===== src/rtl/uart_pkg.sv =====
// Shared UART definitions: receive FSM state encoding, idle line level and default frame geometry.
package uart_pkg;

  typedef enum logic [2:0] {
    IDLE   = 3'd0,
    START  = 3'd1,
    DATA   = 3'd2,
    PARITY = 3'd3,
    STOP   = 3'd4
  } rx_state_t;

  localparam logic UART_IDLE_LVL   = 1'b1;
  localparam int   UART_OVERSAMPLE = 16;
  localparam int   UART_DATA_BITS  = 8;

  // Even parity over the payload: the parity bit that makes the total count of ones even.
  function automatic logic even_parity(input logic [UART_DATA_BITS-1:0] d);
    return ^d;
  endfunction

endpackage


===== src/rtl/uart_sync2.sv =====
// Two-flop synchroniser for an asynchronous single-bit input; both flops reset to RESET_VAL.
module uart_sync2 #(
  parameter logic RESET_VAL = 1'b1
) (
  input  logic clk,
  input  logic reset,
  input  logic d,
  output logic q
);

  logic meta;

  always_ff @(posedge clk or posedge reset) begin
    if (reset) begin
      meta <= RESET_VAL;
      q    <= RESET_VAL;
    end else begin
      meta <= d;
      q    <= meta;
    end
  end

endmodule


===== src/rtl/uart_rx.sv =====
// UART receiver: oversampled start detect, mid-bit sampling, LSB-first payload, one-clk result pulses.
// Optional even parity bit enabled by defining UART_RX_PARITY_EN.
//
// state  | meaning
// IDLE   | waiting for a falling edge on the synchronised line
// START  | confirming the start bit at its mid-point
// DATA   | sampling payload bits at mid-bit
// PARITY | sampling the parity bit (UART_RX_PARITY_EN only)
// STOP   | sampling the stop bit and publishing the result
module uart_rx
  import uart_pkg::*;
#(
  parameter int OVERSAMPLE = UART_OVERSAMPLE,
  parameter int DATA_BITS  = UART_DATA_BITS
) (
  input  logic                 clk,
  input  logic                 reset,
  input  logic                 tick,
  input  logic                 rx,
  output logic [DATA_BITS-1:0] data_out,
  output logic                 valid,
  output logic                 busy,
  output logic                 framing_err,
  output logic                 parity_err
);

  localparam int TW = $clog2(OVERSAMPLE);
  localparam int BW = (DATA_BITS > 1) ? $clog2(DATA_BITS) : 1;

  localparam logic [TW-1:0] TICK_LAST = TW'(OVERSAMPLE - 1);
  localparam logic [TW-1:0] TICK_MID  = TW'(OVERSAMPLE / 2 - 1);
  localparam logic [BW-1:0] BIT_LAST  = BW'(DATA_BITS - 1);

  rx_state_t            state;
  logic [TW-1:0]        tick_cnt;
  logic [BW-1:0]        bit_cnt;
  logic [DATA_BITS-1:0] shift;
  logic                 rx_s;
  logic                 rx_prev;

`ifdef UART_RX_PARITY_EN
  logic par_bit;
  logic par_err_q;
  assign parity_err = par_err_q;
`else
  assign parity_err = 1'b0;
`endif

  uart_sync2 #(
    .RESET_VAL(UART_IDLE_LVL)
  ) u_sync (
    .clk  (clk),
    .reset(reset),
    .d    (rx),
    .q    (rx_s)
  );

  assign busy = (state != IDLE);

  always_ff @(posedge clk or posedge reset) begin
    if (reset) begin
      state       <= IDLE;
      tick_cnt    <= '0;
      bit_cnt     <= '0;
      shift       <= '0;
      rx_prev     <= UART_IDLE_LVL;
      data_out    <= '0;
      valid       <= 1'b0;
      framing_err <= 1'b0;
`ifdef UART_RX_PARITY_EN
      par_bit     <= 1'b0;
      par_err_q   <= 1'b0;
`endif
    end else begin
      valid       <= 1'b0;
      framing_err <= 1'b0;
`ifdef UART_RX_PARITY_EN
      par_err_q   <= 1'b0;
`endif
      if (tick) begin
        // rx_prev tracks the line in every state so a line left low after a frame never looks like an edge
        rx_prev <= rx_s;
        case (state)
          IDLE: begin
            if (rx_prev && !rx_s) begin
              state    <= START;
              tick_cnt <= '0;
            end
          end
          START: begin
            if (tick_cnt == TICK_MID) begin
              tick_cnt <= '0;
              bit_cnt  <= '0;
              state    <= rx_s ? IDLE : DATA;
            end else begin
              tick_cnt <= tick_cnt + 1'b1;
            end
          end
          DATA: begin
            if (tick_cnt == TICK_LAST) begin
              tick_cnt <= '0;
              shift    <= DATA_BITS'({rx_s, shift} >> 1);
              if (bit_cnt == BIT_LAST) begin
                bit_cnt <= '0;
`ifdef UART_RX_PARITY_EN
                state   <= PARITY;
`else
                state   <= STOP;
`endif
              end else begin
                bit_cnt <= bit_cnt + 1'b1;
              end
            end else begin
              tick_cnt <= tick_cnt + 1'b1;
            end
          end
`ifdef UART_RX_PARITY_EN
          PARITY: begin
            if (tick_cnt == TICK_LAST) begin
              tick_cnt <= '0;
              par_bit  <= rx_s;
              state    <= STOP;
            end else begin
              tick_cnt <= tick_cnt + 1'b1;
            end
          end
`endif
          STOP: begin
            if (tick_cnt == TICK_LAST) begin
              tick_cnt <= '0;
              state    <= IDLE;
              if (!rx_s) begin
                framing_err <= 1'b1;
`ifdef UART_RX_PARITY_EN
              end else if (^{shift, par_bit}) begin
                par_err_q <= 1'b1;
`endif
              end else begin
                valid    <= 1'b1;
                data_out <= shift;
              end
            end else begin
              tick_cnt <= tick_cnt + 1'b1;
            end
          end
          default: begin
            state    <= IDLE;
            tick_cnt <= '0;
          end
        endcase
      end
    end
  end

endmodule


===== config.mk =====
export PLATFORM = sky130hd
export DESIGN_NAME = uart_rx
export DESIGN_NICKNAME = d
export VERILOG_FILES = /design/src/rtl/uart_pkg.sv /design/src/rtl/uart_sync2.sv /design/src/rtl/uart_rx.sv
export SDC_FILE = /design/constraint.sdc
export NUM_CORES = 1
export LEC_CHECK = 0
export ABC_AREA = 1
export BUFFER_PORTS_ARGS = -buffer_cell sky130_fd_sc_hd__buf_2
export CAP_MARGIN = 20
export CELL_PAD_IN_SITES_DETAIL_PLACEMENT = 2
export CELL_PAD_IN_SITES_GLOBAL_PLACEMENT = 2
export CORE_MARGIN = 4
export CORE_UTILIZATION = 38
export DETAILED_ROUTE_END_ITERATION = 16
export PLACE_DENSITY_LB_ADDON = 0.1
export SKIP_LAST_GASP = 1
export SYNTH_ARGS = -nofsm -noshare
export SYNTH_HDL_FRONTEND = slang
export SYNTH_SLANG_ARGS = --single-unit

===== constraint.sdc =====
create_clock -name clk -period 2.6 [get_ports clk]
set_clock_uncertainty 0.15 [all_clocks]
set_input_delay 0.52 -clock clk [delete_from_list [all_inputs] [get_ports clk]]
set_output_delay 0.52 -clock clk [all_outputs]
set_load 0.01 [all_outputs]

## Word level (Yosys, flattened, before mapping)

Cells that the tools add are included.

- Word-level logic and storage cells: 57
- Output and inout bits: 12
- Bits in registers: 31
- Bits of input ports: 4

- Reductions and logical operators: 11
- Add/subtract/negate cells: 2
- Multiplexer cells: 23
- Equal/unequal tests: 11

Operators with widths:

| operator | number |
|---|---|
| $mux W3 | 8 |
| $mux W4 | 3 |
| $pmux W3 S4 | 1 |
| $pmux W4 S3 | 1 |
| $ne A2 B2 Y1 const B | 5 |
| $mux W1 | 8 |
| $reduce_and A4 Y1 | 2 |
| $eq A3 B3 Y1 const B | 2 |
| $pmux W3 S2 | 1 |
| $reduce_and A6 Y1 | 1 |
| $add A4 B1 Y4 const B | 1 |
| $eq A4 B3 Y1 const B | 1 |
| $eq A4 B4 Y1 const B | 1 |
| $add A3 B1 Y3 const B | 1 |
| $eq A3 B1 Y1 const B | 1 |
| $eq A3 B2 Y1 const B | 1 |
| $logic_not A3 Y1 | 1 |
| $reduce_and A3 Y1 | 1 |
| $reduce_bool A3 Y1 | 1 |
| $mux W2 | 1 |
| $reduce_and A2 Y1 | 1 |
| $reduce_bool A2 Y1 | 1 |
| $reduce_or A2 Y1 | 1 |
| $logic_and A1 B1 Y1 | 1 |
| $logic_not A1 Y1 | 1 |

## Logic depth before layout (Yosys ltp)

Gate-level depths: netlist (run 1).

- Depth in word-level cells: 4
- Depth in mapped cells: 8
- Mapped depth without buffers: 8

## Cells and area by module

From an unflattened synthesis (run 1), not the netlist that was laid out.

- Cell total of the unflattened synthesis: 163
- Area, all modules: 1,495.2 sq um

Modules (own cells, without submodules):

| module | cells an instance | instances | sequential area each (sq um) | area an instance (sq um) |
|---|---|---|---|---|
| uart_rx | 160 | 1 | 726.9 | 1,438.9 |
| uart_sync2 | 3 | 1 | 52.6 | 56.3 |

## Worst setup path before layout (run 1)

OpenSTA, ideal clock, no wires.

- Kind: register to register
- Start: reg tick_cnt[0]
- End: reg data_out[1]
- Data required time: 2,332 ps
- Period minus slack after synthesis: 1,505 ps
- Stages on the path, launching flop included: 8
- Setup slack: 1,095 ps
- Path buffers: 1
- Arrival: 1,238 ps
- Setup time: 118 ps
- Path through: dfrtp_1 -> ha_1 -> nand3_4 -> nor2_4 -> nand4_4 -> buf_6 -> nand2_1 -> o21ai_2

- Cells in the longest elaborated chain, start to end: 2

RTL lines:

| what | line | text |
|---|---|---|
| from (decl) | uart_rx.sv:35 | `logic [TW-1:0] tick_cnt;` |
| from (signal assigned) | uart_rx.sv:96 | `tick_cnt <= tick_cnt + 1'b1;` |
| from (signal assigned) | uart_rx.sv:114 | `tick_cnt <= tick_cnt + 1'b1;` |
| from (signal assigned) | uart_rx.sv:143 | `tick_cnt <= tick_cnt + 1'b1;` |
| $eq A4 B4 Y1 | uart_rx.sv:129 | `if (tick_cnt == TICK_LAST) begin` |
| $reduce_and A4 Y1 (no source line) | - |  |
| to (signal assigned) | uart_rx.sv:140 | `data_out <= shift;` |
| to (decl) | uart_rx.sv:20 | `output logic [DATA_BITS-1:0] data_out,` |

Every way passes these cells.
A chain may end at the register's enable or synchronous reset.

## Worst setup path in the final report (run 1)

- Start: reg state[0]
- End: out busy

- Cells in the longest elaborated chain, start to end: 1

RTL lines:

| what | line | text |
|---|---|---|
| from (decl) | uart_rx.sv:34 | `rx_state_t state;` |
| from (signal assigned) | uart_rx.sv:94 | `state <= rx_s ? IDLE : DATA;` |
| $reduce_bool A3 Y1 | uart_rx.sv:58 | `assign busy = (state != IDLE);` |
| to (decl) | uart_rx.sv:22 | `output logic busy,` |

Every way passes these cells.

==> key figures, run 1 <==
STA
  • RSZ-0062 raised after global routing: no
  • Worst hold slack: 0.162 ns
  • Period Utilization, post-route: 73.0%
  • Fin worst setup slack: 0.703 ns
  • Final-report hold violation count: 0
  • Fmax: 0.527 GHz
  • Final setup fails: 0
  • Setup_tns: 0 ns
  • Minimum clock period: 1.90 ns
  • Max Slew Vio Count: 0

Route
  • Drt initial violations: 49
  • Vias/cell: 4.93
  • Final Routed Wirelength: 3.25 mm
  • Vias: 1129
  • Drt pass-1 iters: 4
  • Antenna-violating nets left: 0
  • Drt wl/cell: 14.2 um
  • DRC Markers: 0

Floorplanning
  • Die H: 69.9 um
  • Rows: 22
  • Die Area: 0.00488 mm2
  • Core area: 0.00369 mm2
  • Die W: 69.9 um
  • Initial Util: 39.5%
  • Top Ports: 16

GRT
  • GRT Overall Usage: 15.9%
  • Vias in the first global route: 1312
  • Initial antenna violation count: 0
  • Largest net degree at the start of global routing: 32
  • Congestion Overflow GR: 0
  • First-pass GRT wire length: 6.17 mm

Synthesis
  • Syn Std Cell Area: 0.00146 mm2
  • Multiplexer area fraction after synthesis: 0%
  • Simple-Gate Fraction of Synth Area: 22.4%
  • Post-synthesis cell type count: 23
  • Sequential-to-total area share from yosys stat: 53.6%
  • Post-synth net total: 168
  • Number of synthesis warnings: 0
  • Main combinational cell family by area after synthesis: simple AND/OR/NAND/NOR gates
  • Synth Area in Compound Gates: 12.0%
  • Post-synthesis area per instance: 9.04 um2
  • Post-Syn Instances: 161
  • XOR/XNOR Fraction of Synth Area: 1.20%
  • Number of synthesized register bits: 31
  • Adder-cell share of the synthesized area: 2.58%

Critical path
  • Buffer and inverter count on the worst path: 1
  • Crit Path Class: reg2out
  • Startpoint Class: register
  • Worst path max stage delay: 0.44 ns
  • Critical Path Start: state[0]
  • CP max FO: 5
  • Max stage delay cell, worst path: dfrtp_1
  • Crit path max-delay family: flip-flops
  • Critical Path RT: 1.93 ns
  • Worst Path Arrival: 1.23 ns
  • Crit. End Element: primary output
  • Crit path cell chain: nor2_2, nand2_1, buf_2
  • R2r startpoint: tick_cnt[0]

Cells and area
  • Non-filler cells, final: 229
  • Area Growth Syn to Fin: 15.5%
  • Most common cell after layout, fill and taps aside: nand2_1
  • Commonest non-fill, non-tap cells in the layout: nand2_1 (44), dfrtp_1 (28), inv_1 (23)
  • Total Nets Final: 187
  • Number of inserted diodes: 0
  • Layout cell share with drive strength beyond 1: 21.5%
  • Fillcell total: 439

Power and ir drop
  • Pwr Density: 789 mW/mm2
  • Design Power: 1.33 mW
  • Leak: 0.863 nW
  • Maximum vdd drop: 0.340 mV

Place
  • Inst Count DP: 221
  • Placed wire-length estimate: 2.41 mm
  • Place WS: 0.896 ns
  • Routability congestion estimate: 0.801
  • Buffers added on ports: 14

Clocking
  • TritonCTS Sinks: 31
  • H-tree Lvls: 2
  • Cts bufs inserted: 5
  • Clk_lat worst skew: 0.29 ns
  • Clock Path Buffers: 2
  • Setup bufs post-CTS: 0
  • Clock root buffer master: clkbuf_8
  • CTS tree: yes
  • # hold bufs at CTS: 0
  • Post-CTS Resized: 0
  • Worst-path clk slew: 0.07 ns

Worst hold path
  • Worst min path class: in2async

Outcome
  • Status: complete, no violations

Flow run
  • Max_cap viols: 0
[area by class of cell]
class	instances	area, um2	area share [%]
flip-flops and latches	31	779	46.4
multi-input cells	104	559	33.3
inverters	23	86.3	5.14
clock buffers	6	82.6	4.91
repair buffers	15	77.6	4.62
well taps	48	60.1	3.57
clock inverters	2	35.0	2.08
[Yosys cell counts]
cell | n | area (um2)
a21oi_1 | 1 | 5.00
buf_4 | 1 | 7.51
buf_6 | 2 | 22.5
conb_1 | 1 | 3.75
dfrtp_1 | 28 | 701
dfstp_2 | 3 | 78.8
ha_1 | 3 | 37.5
inv_1 | 23 | 86.3
nand2_1 | 44 | 165
nand2_2 | 1 | 6.26
nand3_1 | 12 | 60.1
nand3_4 | 1 | 17.5
nand4_4 | 1 | 21.3
nor2_1 | 7 | 26.3
nor2_2 | 1 | 6.26
nor2_4 | 1 | 11.3
nor4_1 | 1 | 6.26
o21ai_0 | 16 | 80.1
o21ai_1 | 1 | 5.00
o21ai_2 | 7 | 61.3
o21bai_1 | 3 | 22.5
or2_2 | 1 | 6.26
xor2_1 | 2 | 17.5
[sequential cells by signal (all words and copies together) (netlist names)]
register,flops
data_out,8
shift,8
tick_cnt,4
bit_cnt,3
state,3
framing_err,1
rx_prev,1
u_sync.meta,1
u_sync.q,1
valid,1
[cells by family after synthesis]
logic type      after synthesis
buf+inv                      26
flops                        31
fa+ha+maj                     3
xor+xnor                      2
simple gates                 70
compound gates               28
other cells                   1
[metal layers]
metal | global-route usage, % | routed length [um]
met1 | 18.6 | 1360
met5 | 0 | 0
met4 | 6.38 | 60
met3 | 4.46 | 122
met2 | 27.3 | 1710
[worst min-delay path, stage by stage]
cell and delay (ns):
buf_2 0.09, inv_1 0.05, buf_4 0.36
[worst paths after layout]
kind / cells after the start / slack (ns) / endpoint
worst min register to register: 0 / 0.21 / u_sync.q
worst min-delay path: 3 / 0.16 / data_out[2]
worst max register to register: 6 / 0.93 / data_out[7]
worst max-delay path: 3 / 0.70 / busy
min in group clk: 1 / 0.18 / u_sync.meta
max in group asynchronous: 3 / 1.81 / u_sync.meta
[power breakdown]
group	total, mW	switching, mW	internal, mW
Combinational	0.271	0.189	0.0822
Clock	0.493	0.184	0.310
Sequential	0.561	0.0419	0.519
Total	1.33	0.415	0.911
[through the flow]
stage / area [um2] / utilization (%)
after floorplan: 1460 / -
after global placement: 1560 / 42.4
after detailed placement: 1560 / 42.4
after CTS: 1680 / 45.6
after global routing: 1680 / 45.6
final: 1680 / 45.6
Power figures use the tool's default switching activity.
==> inputs of run 2 (changes only) <==
--- a/config.mk
+++ b/config.mk
@@ -11,7 +11,7 @@
 export CELL_PAD_IN_SITES_DETAIL_PLACEMENT = 2
 export CELL_PAD_IN_SITES_GLOBAL_PLACEMENT = 2
 export CORE_MARGIN = 4
-export CORE_UTILIZATION = 38
+export CORE_UTILIZATION = 32
 export DETAILED_ROUTE_END_ITERATION = 16
 export PLACE_DENSITY_LB_ADDON = 0.1
 export SKIP_LAST_GASP = 1
==> constraint.sdc (replaced) <==
create_clock -name clk -period 1.55 [get_ports clk]
set_clock_uncertainty 0.15 [all_clocks]
set_input_delay 0.31 -clock clk [delete_from_list [all_inputs] [get_ports clk]]
set_output_delay 0.31 -clock clk [all_outputs]
set_load 0.01 [all_outputs]
==> key figures, run 2 (synthesized netlist as in run 1, its figures left out) <==
GRT
  • Largest net degree at the start of global routing: 23 (was 32)
  • Gr busiest metal: met2 (unchanged)
  • First-pass GRT wire length: 6.50 mm (was 6.17 mm)
  • Met2 usage: 28.0% (was 27.3%)
  • Vias in the first global route: 1371 (was 1312)
  • Met3 Usage GRT: 4.62% (was 4.46%)
  • Congestion Overflow GR: 0 (unchanged)
  • Initial antenna violation count: 0 (unchanged)
  • GRT Overall Usage: 15.7% (was 15.9%)
  • GR Util met1: 17.9% (was 18.6%)

Route
  • Drt pass-1 iters: 4 (unchanged)
  • Antenna-violating nets left: 0 (unchanged)
  • Final Routed Wirelength: 4.41 mm (was 3.25 mm)
  • DRC Markers: 0 (unchanged)
  • Vias: 1268 (was 1129)
  • Drt wl/cell: 17.1 um (was 14.2 um)
  • Drt initial violations: 22 (was 49)
  • Vias/cell: 4.91 (was 4.93)

Cells and area
  • Most common cell after layout, fill and taps aside: nand2_1 (unchanged)
  • Commonest non-fill, non-tap cells in the layout: nand2_1 (27), dfrtp_1 (26), inv_1 (19), buf_4 (19), buf_2 (13) (was nand2_1 (44), dfrtp_1 (28), inv_1 (23))
  • Non-filler cells, final: 258 (was 229)
  • Fillcell total: 471 (was 439)
  • Total Nets Final: 212 (was 187)
  • Biggest regs: data_out (8), shift (8), tick_cnt (4) (unchanged)
  • Number of inserted diodes: 0 (unchanged)
  • Design area: 0.00206 mm2 (was 0.00168 mm2)
  • Layout cell share with drive strength beyond 1: 45.1% (was 21.5%)
  • Sequential Area: 782 um2 (was 779 um2)
  • Final Util: 47.0% (was 45.6%)
  • Multi-input logic area: 729 um2 (was 559 um2)
  • Area Growth Syn to Fin: 41.6% (was 15.5%)

STA
  • Minimum clock period: 1.63 ns
  • Fin worst setup slack: -0.0772 ns (was 0.703 ns)
  • Max Slew Vio Count: 0 (unchanged)
  • Final-report hold violation count: 0 (unchanged)
  • Period Utilization, post-route: 105%
  • Worst hold slack: 0.213 ns (was 0.162 ns)
  • Final setup fails: 4 (was 0)
  • Setup_tns: -0.0868 ns (was 0 ns)
  • Fmax: 0.615 GHz
  • RSZ-0062 raised after global routing: yes (was no)

Clocking
  • TritonCTS Sinks: 31 (unchanged)
  • Clk_lat worst skew: 0.28 ns (was 0.29 ns)
  • Worst-path clk slew: 0.07 ns (about the same)
  • Clock Path Buffers: 2 (unchanged)
  • Cts bufs inserted: 5 (unchanged)
  • Clock root buffer master: clkbuf_8 (unchanged)
  • H-tree Lvls: 2 (unchanged)
  • CTS tree: yes (unchanged)

Place
  • Routability congestion estimate: 0.764 (was 0.801)
  • Placed inst area: 0.00168 mm2 (was 0.00156 mm2)
  • Buffers added on ports: 14 (unchanged)
  • Placed wire-length estimate: 2.84 mm (was 2.41 mm)
  • Inst Count DP: 238 (was 221)

Critical path
  • CP max FO: 5 (unchanged)
  • Crit path max-delay family: flip-flops (unchanged)
  • Crit Path Class: reg2reg (was reg2out)
  • Crit. End Element: register (was primary output)
  • Critical Path Start: state[0] (unchanged)
  • CP Depth: 7 (was 3)
  • FF-to-FF path depth: 7 (was 6)
  • Max stage delay cell, worst path: dfrtp_2 (was dfrtp_1)
  • Worst Path Arrival: 1.64 ns (was 1.23 ns)
  • CP endpoint: state[2] (was busy)
  • R2r setup slk: -0.08 ns (was 0.93 ns)
  • Startpoint Class: register (unchanged)
  • Reg-to-reg endpoint: state[2] (was data_out[7])
  • Worst path max stage delay: 0.44 ns (about the same)
  • Crit path cell chain: nor2_4, buf_4, nand3_1, nand3_1, buf_4, o21bai_1, nand2_1 (was nor2_2, nand2_1, buf_2)
  • R2r startpoint: state[0] (was tick_cnt[0])
  • Critical Path RT: 1.56 ns (was 1.93 ns)
  • Buffer and inverter count on the worst path: 2 (was 1)

Power and ir drop
  • Maximum vdd drop: 0.491 mV (was 0.340 mV)
  • Pwr Density: 1190 mW/mm2 (was 789 mW/mm2)
  • Leak: 1.03 nW (was 0.863 nW)

Worst hold path
  • Critical hold path startpoint: u_sync.meta
  • Worst min path class: reg2reg (was in2async)

Floorplanning
  • Die Area: 0.00569 mm2 (was 0.00488 mm2)
  • Rows: 24 (was 22)
  • Initial Util: 33.2% (was 39.5%)
  • Die W: 75.4 um (was 69.9 um)
  • Die H: 75.4 um (was 69.9 um)
  • Top Ports: 16 (unchanged)
  • Core area: 0.00438 mm2 (was 0.00369 mm2)

Outcome
  • Status: finished, violations left (was complete, no violations)
  • Failing checks: negative setup slack

Flow run
  • Max_cap viols: 0 (unchanged)
## run 2: cell count changes in the layout (fill, tap and decap cells not counted), moves of 5 or more
| cell | delta |
|---|---|
| o21ai_0 | -6 |
| nand2_1 | -17 |
| o21ai_1 | +5 |
| buf_4 | +18 |
| nand2_2 | +8 |
| nand2_4 | +9 |
## run 2: per-stage QoR
step | worst slack (ns) | total power [mW]
after floorplan | 0.0449 | 1.27
after global placement | -0.0263 | 1.48
after detailed placement | -0.113 | 1.51
after CTS | -0.00169 | 2.30
after global routing | -0.150 | 2.61
final | -0.0772 | 2.45
## run 2: how the worst min path moves through the flow
stage                        endpoint  slack, ns  cells after the start
after floorplan           u_sync.meta       0.16                      0
after global placement    data_out[7]       0.16                      3
after detailed placement   bit_cnt[0]       0.19                      3
after CTS                    u_sync.q       0.21                      0
after global routing         u_sync.q       0.22                      0
final                        u_sync.q       0.21                      0
## run 2: cell type report
| class | instances | share of cell area (%) |
|---|---|---|
| tap | 52 | 3.16 |
| clock buffer | 7 | 4.19 |
| inverter | 23 | 4.19 |
| multi-input combinational | 105 | 35.4 |
| sequential | 31 | 37.9 |
| clock inverter | 1 | 0.243 |
| timing repair buffer | 39 | 14.9 |
## run 2: timing repair
| item | 4_1_cts | 5_1_grt |
|---|---|---|
| hold endpoints to repair | 29 | 0 |
| gates resized for setup | 16 | 40 |
| setup buffers | 3 | 5 |
| pin swaps | 7 | 4 |
| gates cloned | 0 | 2 |
| endpoints found under the setup margin | 17 | 26 |
| hold buffers | 2 | 0 |
## run 2: layer usage
metal	vias to the layer above	wire, um
met5	-	0
met2	21	2360
li1	595	-
met4	0	48
met3	6	152
met1	646	1850
## run 2: where the power goes
group,switching (mW),leakage (nW),internal [mW]
clock,0.314,0.0482,0.358
combinational,0.471,0.564,0.355
sequential,0.0754,0.417,0.874
